===== src/rtl/match_req_dispatcher.sv =====
// match_req_dispatcher
// Accepts one lazy window (LAZY_LEN candidate offsets, per-lane channel route map, tag)
// and multicasts each lane to every match-PE request channel whose route bit is set.
// Each channel has its own valid/ready handshake; a new window is accepted only after
// every channel has drained.
//
// Ports:
//   clk, rst_n     clock, async active-low reset
//   in_valid       window valid
//   in_ready       dispatcher can accept a window (high only in IDLE)
//   in_offset      lane i offset at [i*OFFSET_BITS +: OFFSET_BITS]
//   in_route_map   bit i*NUM_CH+j: lane i goes to channel j
//   in_tag         window tag
//   out_valid      per-channel request valid
//   out_ready      per-channel request ready
//   out_offset     per-channel offset of the selected lane
//   out_lane       per-channel lane index of the request
//   out_tag        per-channel tag of the current window
//   out_last       per-channel last request of this window
//   err_unrouted   sticky: some accepted lane had no route bit set
module match_req_dispatcher #(
    parameter int unsigned LAZY_LEN    = 4,
    parameter int unsigned NUM_CH      = 4,
    parameter int unsigned OFFSET_BITS = 20,
    parameter int unsigned TAG_BITS    = 8,
    localparam int unsigned LANE_BITS  = (LAZY_LEN > 1) ? $clog2(LAZY_LEN) : 1
) (
    input  logic                            clk,
    input  logic                            rst_n,
    input  logic                            in_valid,
    output logic                            in_ready,
    input  logic [LAZY_LEN*OFFSET_BITS-1:0] in_offset,
    input  logic [LAZY_LEN*NUM_CH-1:0]      in_route_map,
    input  logic [TAG_BITS-1:0]             in_tag,
    output logic [NUM_CH-1:0]               out_valid,
    input  logic [NUM_CH-1:0]               out_ready,
    output logic [NUM_CH*OFFSET_BITS-1:0]   out_offset,
    output logic [NUM_CH*LANE_BITS-1:0]     out_lane,
    output logic [NUM_CH*TAG_BITS-1:0]      out_tag,
    output logic [NUM_CH-1:0]               out_last,
    output logic                            err_unrouted
);

    localparam int unsigned PEND_BITS = LAZY_LEN * NUM_CH;

    typedef enum logic [0:0] {
        ST_IDLE     = 1'b0,
        ST_DISPATCH = 1'b1
    } state_t;

    state_t                          state;
    state_t                          state_nxt;
    logic [PEND_BITS-1:0]            pend;
    logic [PEND_BITS-1:0]            pend_nxt;
    logic [OFFSET_BITS-1:0]          off_q [LAZY_LEN];
    logic [TAG_BITS-1:0]             tag_q;
    logic                            err_q;
    logic                            accept;
    logic                            any_unrouted;
    logic [NUM_CH-1:0][LANE_BITS-1:0] sel;
    logic [NUM_CH-1:0]               ch_valid;
    logic [NUM_CH-1:0]               ch_multi;

    // Per-channel lowest pending lane; ch_multi flags two or more pending bits.
    always_comb begin
        sel      = '0;
        ch_valid = '0;
        ch_multi = '0;
        for (int j = 0; j < int'(NUM_CH); j++) begin
            // Scan high-to-low so the lowest set lane is the last one written.
            for (int i = int'(LAZY_LEN) - 1; i >= 0; i--) begin
                if (pend[i*int'(NUM_CH) + j]) begin
                    if (ch_valid[j]) begin
                        ch_multi[j] = 1'b1;
                    end
                    ch_valid[j] = 1'b1;
                    sel[j]      = LANE_BITS'(i);
                end
            end
        end
    end

    // A lane with no route bit at all is flagged when the window is taken.
    always_comb begin
        any_unrouted = 1'b0;
        for (int i = 0; i < int'(LAZY_LEN); i++) begin
            if (in_route_map[i*int'(NUM_CH) +: NUM_CH] == '0) begin
                any_unrouted = 1'b1;
            end
        end
    end

    // State register.
    always_ff @(posedge clk or negedge rst_n) begin
        if (!rst_n) begin
            state <= ST_IDLE;
        end else begin
            state <= state_nxt;
        end
    end

    // Next-state, window accept and pending-bit retirement.
    always_comb begin
        state_nxt = state;
        pend_nxt  = pend;
        accept    = 1'b0;
        case (state)
            ST_IDLE: begin
                if (in_valid) begin
                    accept   = 1'b1;
                    pend_nxt = in_route_map;
                    // An all-zero map is consumed without leaving IDLE.
                    if (|in_route_map) begin
                        state_nxt = ST_DISPATCH;
                    end
                end
            end
            ST_DISPATCH: begin
                for (int j = 0; j < int'(NUM_CH); j++) begin
                    if (ch_valid[j] && out_ready[j]) begin
                        pend_nxt[int'(sel[j])*int'(NUM_CH) + j] = 1'b0;
                    end
                end
                if (pend_nxt == '0) begin
                    state_nxt = ST_IDLE;
                end
            end
            default: begin
                state_nxt = ST_IDLE;
                pend_nxt  = '0;
            end
        endcase
    end

    // Window payload, pending map and sticky error.
    always_ff @(posedge clk or negedge rst_n) begin
        if (!rst_n) begin
            pend  <= '0;
            tag_q <= '0;
            err_q <= 1'b0;
            for (int i = 0; i < int'(LAZY_LEN); i++) begin
                off_q[i] <= '0;
            end
        end else begin
            pend <= pend_nxt;
            if (accept) begin
                tag_q <= in_tag;
                err_q <= err_q | any_unrouted;
                for (int i = 0; i < int'(LAZY_LEN); i++) begin
                    off_q[i] <= in_offset[i*int'(OFFSET_BITS) +: OFFSET_BITS];
                end
            end
        end
    end

    // Outputs are decoded purely from registered state.
    always_comb begin
        out_offset = '0;
        out_lane   = '0;
        out_tag    = '0;
        for (int j = 0; j < int'(NUM_CH); j++) begin
            out_offset[j*int'(OFFSET_BITS) +: OFFSET_BITS] = off_q[sel[j]];
            out_lane[j*int'(LANE_BITS) +: LANE_BITS]       = sel[j];
            out_tag[j*int'(TAG_BITS) +: TAG_BITS]          = tag_q;
        end
    end

    assign in_ready     = (state == ST_IDLE);
    assign out_valid    = ch_valid;
    assign out_last     = ch_valid & ~ch_multi;
    assign err_unrouted = err_q;

endmodule


===== config.mk =====
export PLATFORM = sky130hd
export DESIGN_NAME = match_req_dispatcher
export DESIGN_NICKNAME = d
export VERILOG_FILES = /design/src/rtl/match_req_dispatcher.sv
export SDC_FILE = /design/constraint.sdc
export NUM_CORES = 1
export LEC_CHECK = 0
export CAP_MARGIN = 40
export CORE_MARGIN = 2
export CORE_UTILIZATION = 30
export DETAILED_ROUTE_END_ITERATION = 10
export GPL_TIMING_DRIVEN = 1
export HOLD_SLACK_MARGIN = 0.08
export SYNTH_ARGS = -nofsm -noshare
export SYNTH_HDL_FRONTEND = slang
export SYNTH_SLANG_ARGS = --single-unit

===== constraint.sdc =====
create_clock -name clk -period 3.2 [get_ports clk]
set_input_delay 0.32 -clock clk [delete_from_list [all_inputs] [get_ports clk]]
set_output_delay 0.32 -clock clk [all_outputs]
set_load 0.05 [all_outputs]

==> results of run 1 <==
-- registers in the layout, summed over array words and instances, names as in the netlist --
signal	flops
err_unrouted	1
state	1
off_q	80
pend	16
tag_q	8
-- final cells by class --
class,instances,share of cell area
Clock inverter,7,0.00820
Inverter,8,0.00294
Clock buffer,9,0.0220
Multi-Input combinational cell,443,0.355
Tap cell,280,0.0343
Timing Repair Buffer,264,0.318
Sequential cell,106,0.259
-- through the flow --
step	util	worst slack, ns	hold slack [ns]	cell area (sq um)
floorplan	-	0.563	0.0244	6670
global placement	0.454	0.852	0.446	9910
detailed placement	0.454	0.837	0.443	9910
CTS	0.469	0.426	0.478	10200
global route	0.469	0.294	0.527	10200
finish	0.469	0.381	0.471	10200
-- cells by family after synthesis --
family	synth area share
AOI/OAI and AO/OA	0.212
muxes	0.269
DFF	0.398
buffers and inverters	0.0675
and+or+nand+nor	0.0476
xor gates and xnor gates	0.00525
adders and majority gates	0.00150
-- synthesized netlist by cell type (8+ instances only) --
| cell type | count | area (sq um) |
|---|---|---|
| mux2_2 | 88 | 991 |
| a22oi_1 | 80 | 601 |
| o21bai_1 | 8 | 60.1 |
| a22o_1 | 15 | 131 |
| nand2_1 | 8 | 30.0 |
| a21o_1 | 12 | 90.1 |
| clkbuf_1 | 32 | 120 |
| o21ai_0 | 89 | 445 |
| buf_4 | 24 | 180 |
| dfrtp_1 | 106 | 2650 |
| nor2_1 | 11 | 41.3 |
| buf_2 | 21 | 105 |
| mux2i_1 | 80 | 801 |
| inv_1 | 8 | 30.0 |
-- timing repair --
action	4_1_cts	5_1_grt
endpoints found under the hold margin	49	0
resized for setup	0	0
hold buffers	1	0
-- cell usage in the layout, fill, tap and decap left out, types with 9 or more instances in the layout --
cell type / netlist / layout
buf_12: 0 / 70
mux2i_1: 80 / 80
buf_4: 24 / 37
o21ai_0: 89 / 89
clkdlybuf4s50_1: 0 / 156
clkbuf_16: 0 / 9
nor2_1: 11 / 11
a21o_1: 12 / 12
a22o_1: 15 / 15
mux2_2: 88 / 88
dfrtp_1: 106 / 106
a22oi_1: 80 / 80
-- layer usage --
metal	up-vias	wire length (um)	global-route usage
met3	38	2010	0.0505
met2	301	11300	0.319
met1	3050	10800	0.279
met5	-	13	0
li1	2777	-	-
met4	2	631	0.0639
-- final timing paths --
kind | from | end | slack [ns]
worst max-delay path | pend[12]$_DFFE_PN0P_ | out_offset[7] | 0.38
worst min-delay path | err_unrouted$_DFFE_PN0P_ | err_unrouted$_DFFE_PN0P_ | 0.47
worst max register to register | pend[4]$_DFFE_PN0P_ | state$_DFF_PN0_ | 1.28
worst min register to register | err_unrouted$_DFFE_PN0P_ | err_unrouted$_DFFE_PN0P_ | 0.47
max in group asynchronous | rst_n | tag_q[2]$_DFFE_PN0P_ | 1.84
min in group asynchronous | rst_n | off_q[58]$_DFFE_PN0P_ | 0.58
==> summary.json, run 1 <==
{
  "critPathCaptureType": "output port",
  "fmax_ghz": 0.355,
  "cap_viol_max_count": 0,
  "cts_tree": "yes",
  "multi_input_comb_area_sq_um": 3640,
  "synthesis_warnings": 0,
  "clock_sink_count": 106,
  "hold_path.class": "reg2reg",
  "die_h_um": 153,
  "portBuffers": 240,
  "regArea_sq_um": 2650,
  "grt_setup_unrepaired": "no",
  "first_global_vias": 6019,
  "routabilityCongestion": 0.783,
  "mean_post_synth_cell_area_sq_um": 10.5,
  "outcome": "finished, final reports clean",
  "ordered_cell_list_for_the_critical_path": "nor2b_1, o21bai_4, buf_4, mux2i_1, o21ai_0, buf_12",
  "critical_path.max_fanout": 12,
  "ys_async_sr_fraction": 1.00,
  "timing.critical_path.buf_inv": 2,
  "clk_path_buf_depth": 2,
  "core-area_sq_um": 21800,
  "finalHoldViolCount": 0,
  "synthFlopType": "dfrtp_1",
  "numPlacedInstances": 1100,
  "cts_made_buffers": 9,
  "fp.dieArea_sq_um": 23400,
  "cts.repair_timing.setup_buffer_count": 0,
  "edff_count_synth": 0,
  "vias_per_cell": 5.52,
  "detail_route.drc_violations": 0,
  "worst_path_largest_cell_delay_ns": 0.57,
  "dp.final_hpwl_um": 17100,
  "post-route-min-period_ns": 2.82,
  "final.setup.tns_ns": 0,
  "synth_nets": 747,
  "worstSetupStartpointType": "register",
  "synth_area_sq_um": 6670,
  "layout-drive-gt1-share": 0.264,
  "finalSetupViolations": 0,
  "clock_skew_ns": 0.00847,
  "design.portCount": 241,
  "path_class": "reg2out",
  "final-instance-count-excl-fill": 1117,
  "wire_length_per_cell_um": 22.2,
  "worst_path_max_delay_cell": "o21bai_4",
  "hold_path_depth": 1,
  "route.antenna.remaining_nets": 0,
  "syn_inst": 636,
  "gr-usage-all-layers": 0.204,
  "clock_latency_ns": 0.35,
  "nFillCells": 2002,
  "floorplan.rows": 54,
  "grt_antenna_before_repair": 1,
  "vias": 6168,
  "cts_htree_levels": 3,
  "timing.reg2reg.worst_path_depth": 4,
  "root_buffer": "clkbuf_16",
  "worst_ep_required_time_ns": 2.88,
  "cp_data_arrival_time_ns": 2.50,
  "die_w_um": 153,
  "grt_start_max_net_pins": 106,
  "drt_pre_antenna_iters": 5,
  "period_share": 0.881,
  "crit_family": "compound AO/OA/AOI/OAI gates",
  "initial_core_util": 0.306,
  "maxSlewViolCount": 0,
  "postRouteWirelength_um": 24800,
  "worst_pin_slew_ns": 0.788,
  "worst_max_slew_margin_expressed_relative_to_the_limit": 0.475,
  "finish.net_count": 943,
  "global_route_wire_length_before_repair_um": 37100,
  "drtIter0Drc": 441,
  "postSynthRegisterBits": 106,
  "crit_cells": 6,
  "antenna-diode-count": 0,
  "seq_area_frac_synth": 0.398,
  "syn2layout_area_growth_pct": 53.3,
  "clock_slew_at_the_register_clock_pins_of_the_worst_setup_and_hold_paths_ns": 0.08,
  "netlist-cell-type-count": 40,
  "grt_overflow": 0
}
Power of run 1 is not shown: default switching activity piles up to over one toggle a cycle in this logic, so the estimate is an artifact.
==> run 2, diff against run 1 <==
Settings changed: CORE_UTILIZATION 30 to 49, PLACE_DENSITY from default to 0.87.
==> run 2 against run 1 <==
Net effect: maximum frequency down 7.0%; routed wire length shrank 3.5%; sequential share of layout area up 2.1 points; global-route usage is 12 points higher; largest cell class unchanged.
==> summary.json, run 2 (synthesized netlist as in run 1, its figures left out) <==
{
  "final.setup.tns_ns": 0,
  "design.portCount": 241,
  "outcome": "finished, final reports clean",
  "post-route-min-period_ns": 3.03,
  "path_class": "reg2out",
  "finish.net_count": 942,
  "cap_viol_max_count": 0,
  "worst_ep_required_time_ns": 2.88,
  "dp.final_hpwl_um": 16700,
  "global_route_wire_length_before_repair_um": 36300,
  "clock_slew_at_the_register_clock_pins_of_the_worst_setup_and_hold_paths_ns": 0.07,
  "cts_hold_buf": 1,
  "min-delay-start": "err_unrouted$_DFFE_PN0P_",
  "first_global_vias": 6570,
  "cts_htree_levels": 3,
  "syn2layout_area_growth_pct": 41.6,
  "postRouteWirelength_um": 23900,
  "grt_antenna_before_repair": 0,
  "maxSlewViolCount": 0,
  "grt_start_max_net_pins": 56,
  "largest_register_ff_count": 80,
  "clock_sink_count": 106,
  "reg_top3": "off_q: 80 flops, pend: 16 flops, tag_q: 8 flops",
  "root_buffer": "clkbuf_16",
  "numPlacedInstances": 995,
  "critPathCaptureType": "output port",
  "cts_made_buffers": 9,
  "grt_setup_unrepaired": "no",
  "route.antenna.remaining_nets": 0,
  "drt_pre_antenna_iters": 5,
  "worstSetupStartpointType": "register",
  "wire_length_per_cell_um": 23.6,
  "min_delay_worst_endpoint": "err_unrouted$_DFFE_PN0P_",
  "cts_tree": "yes",
  "register_with_the_highest_flop_count": "off_q",
  "critical_path.reg2reg.endpoint": "off_q[9]$_DFFE_PN0P_",
  "gr-usage-all-layers": 0.325,
  "initial_core_util": 0.504,
  "regToRegStartpoint": "state$_DFF_PN0_",
  "hold_path.class": "reg2reg",
  "floorplan.rows": 42,
  "finalHoldViolCount": 0,
  "die_h_um": 121,
  "clock_skew_ns": 0.00552,
  "portBuffers": 240,
  "worst_pin_slew_ns": 0.789,
  "layout_commonest_cell": "clkdlybuf4s50_1",
  "layout.cells.most_common_list": "clkdlybuf4s50_1 (156), dfrtp_1 (106), o21ai_0 (89)",
  "vias_per_cell": 6.41,
  "critical_path.max_fanout": 15,
  "detail_route.drc_violations": 0,
  "vias": 6482,
  "fin_hold_ws_ns": 0.514,
  "worst-r2r-setup-slack_ns": 1.16,
  "cts.repair_timing.setup_buffer_count": 0,
  "grt_overflow": 0,
  "final-instance-count-excl-fill": 1012,
  "timing.reg2reg.worst_path_depth": 3,
  "postCtsResizedCells": 0,
  "clock_latency_ns": 0.36,
  "fmax_ghz": 0.330,
  "clk_path_buf_depth": 2,
  "cp_data_arrival_time_ns": 2.71,
  "antenna-diode-count": 0,
  "fp.dieArea_sq_um": 14600,
  "worst_max_slew_margin_expressed_relative_to_the_limit": 0.474,
  "layout-drive-gt1-share": 0.263,
  "period_share": 0.948,
  "core-area_sq_um": 13200,
  "hold_path_depth": 1,
  "share_of_the_core_filled_with_cells": 0.713,
  "drtIter0Drc": 712,
  "routabilityCongestion": 0.901,
  "finalSetupViolations": 0,
  "die_w_um": 121
}
## run 2: cell types whose count changed in the layout (fill, tap and decap cells not counted), sizes merged
cell      delta
buf          -1
clkinvlp     +1
inv          -3
clkinv       +2
## run 2: per-layer routing
metal | wire [um] | global-route usage
met2 | 11600 | 0.544
met5 | 0 | 0
met4 | 715 | 0.118
met1 | 9000 | 0.401
met3 | 2540 | 0.0910
## run 2: per-stage QoR
stage               instance area (sq um)  setup WS, ns
finish                               9450         0.167
global route                         9450         0.164
CTS                                  9450         0.224
detailed placement                   9140         0.622
global placement                     9090         0.656
floorplan                            6670         0.563
## run 2: area by class of cell
cell class	count	area (sq um)
clock buffers	9	225
clock inverters	7	70.1
fillers	986	3800
inverters	8	30.0
multi-input cells	443	3640
flip-flops and latches	106	2650
well taps	176	220
repair buffers	263	2610
## run 2: worst max-delay path by stage
stage | end | depth (start not counted) | startpoint
final | out_offset[70] | 6 | pend[15]$_DFFE_PN0P_
after global placement | out_lane[0] | 4 | pend[12]$_DFFE_PN0P_
after detailed placement | out_offset[70] | 6 | pend[15]$_DFFE_PN0P_
after CTS | out_offset[70] | 6 | pend[15]$_DFFE_PN0P_
after floorplan | out_offset[65] | 5 | pend[7]$_DFFE_PN0P_
after global routing | out_offset[70] | 6 | pend[15]$_DFFE_PN0P_
## run 2: worst max-delay path: stages, from the launching register on
cell,delay [ns]
dfrtp_1,0.47
nor2b_1,0.19
o21bai_4,0.60
buf_4,0.33
mux2i_1,0.09
o21ai_0,0.45
buf_12,0.21
Power of run 2 is left out for the same reason.
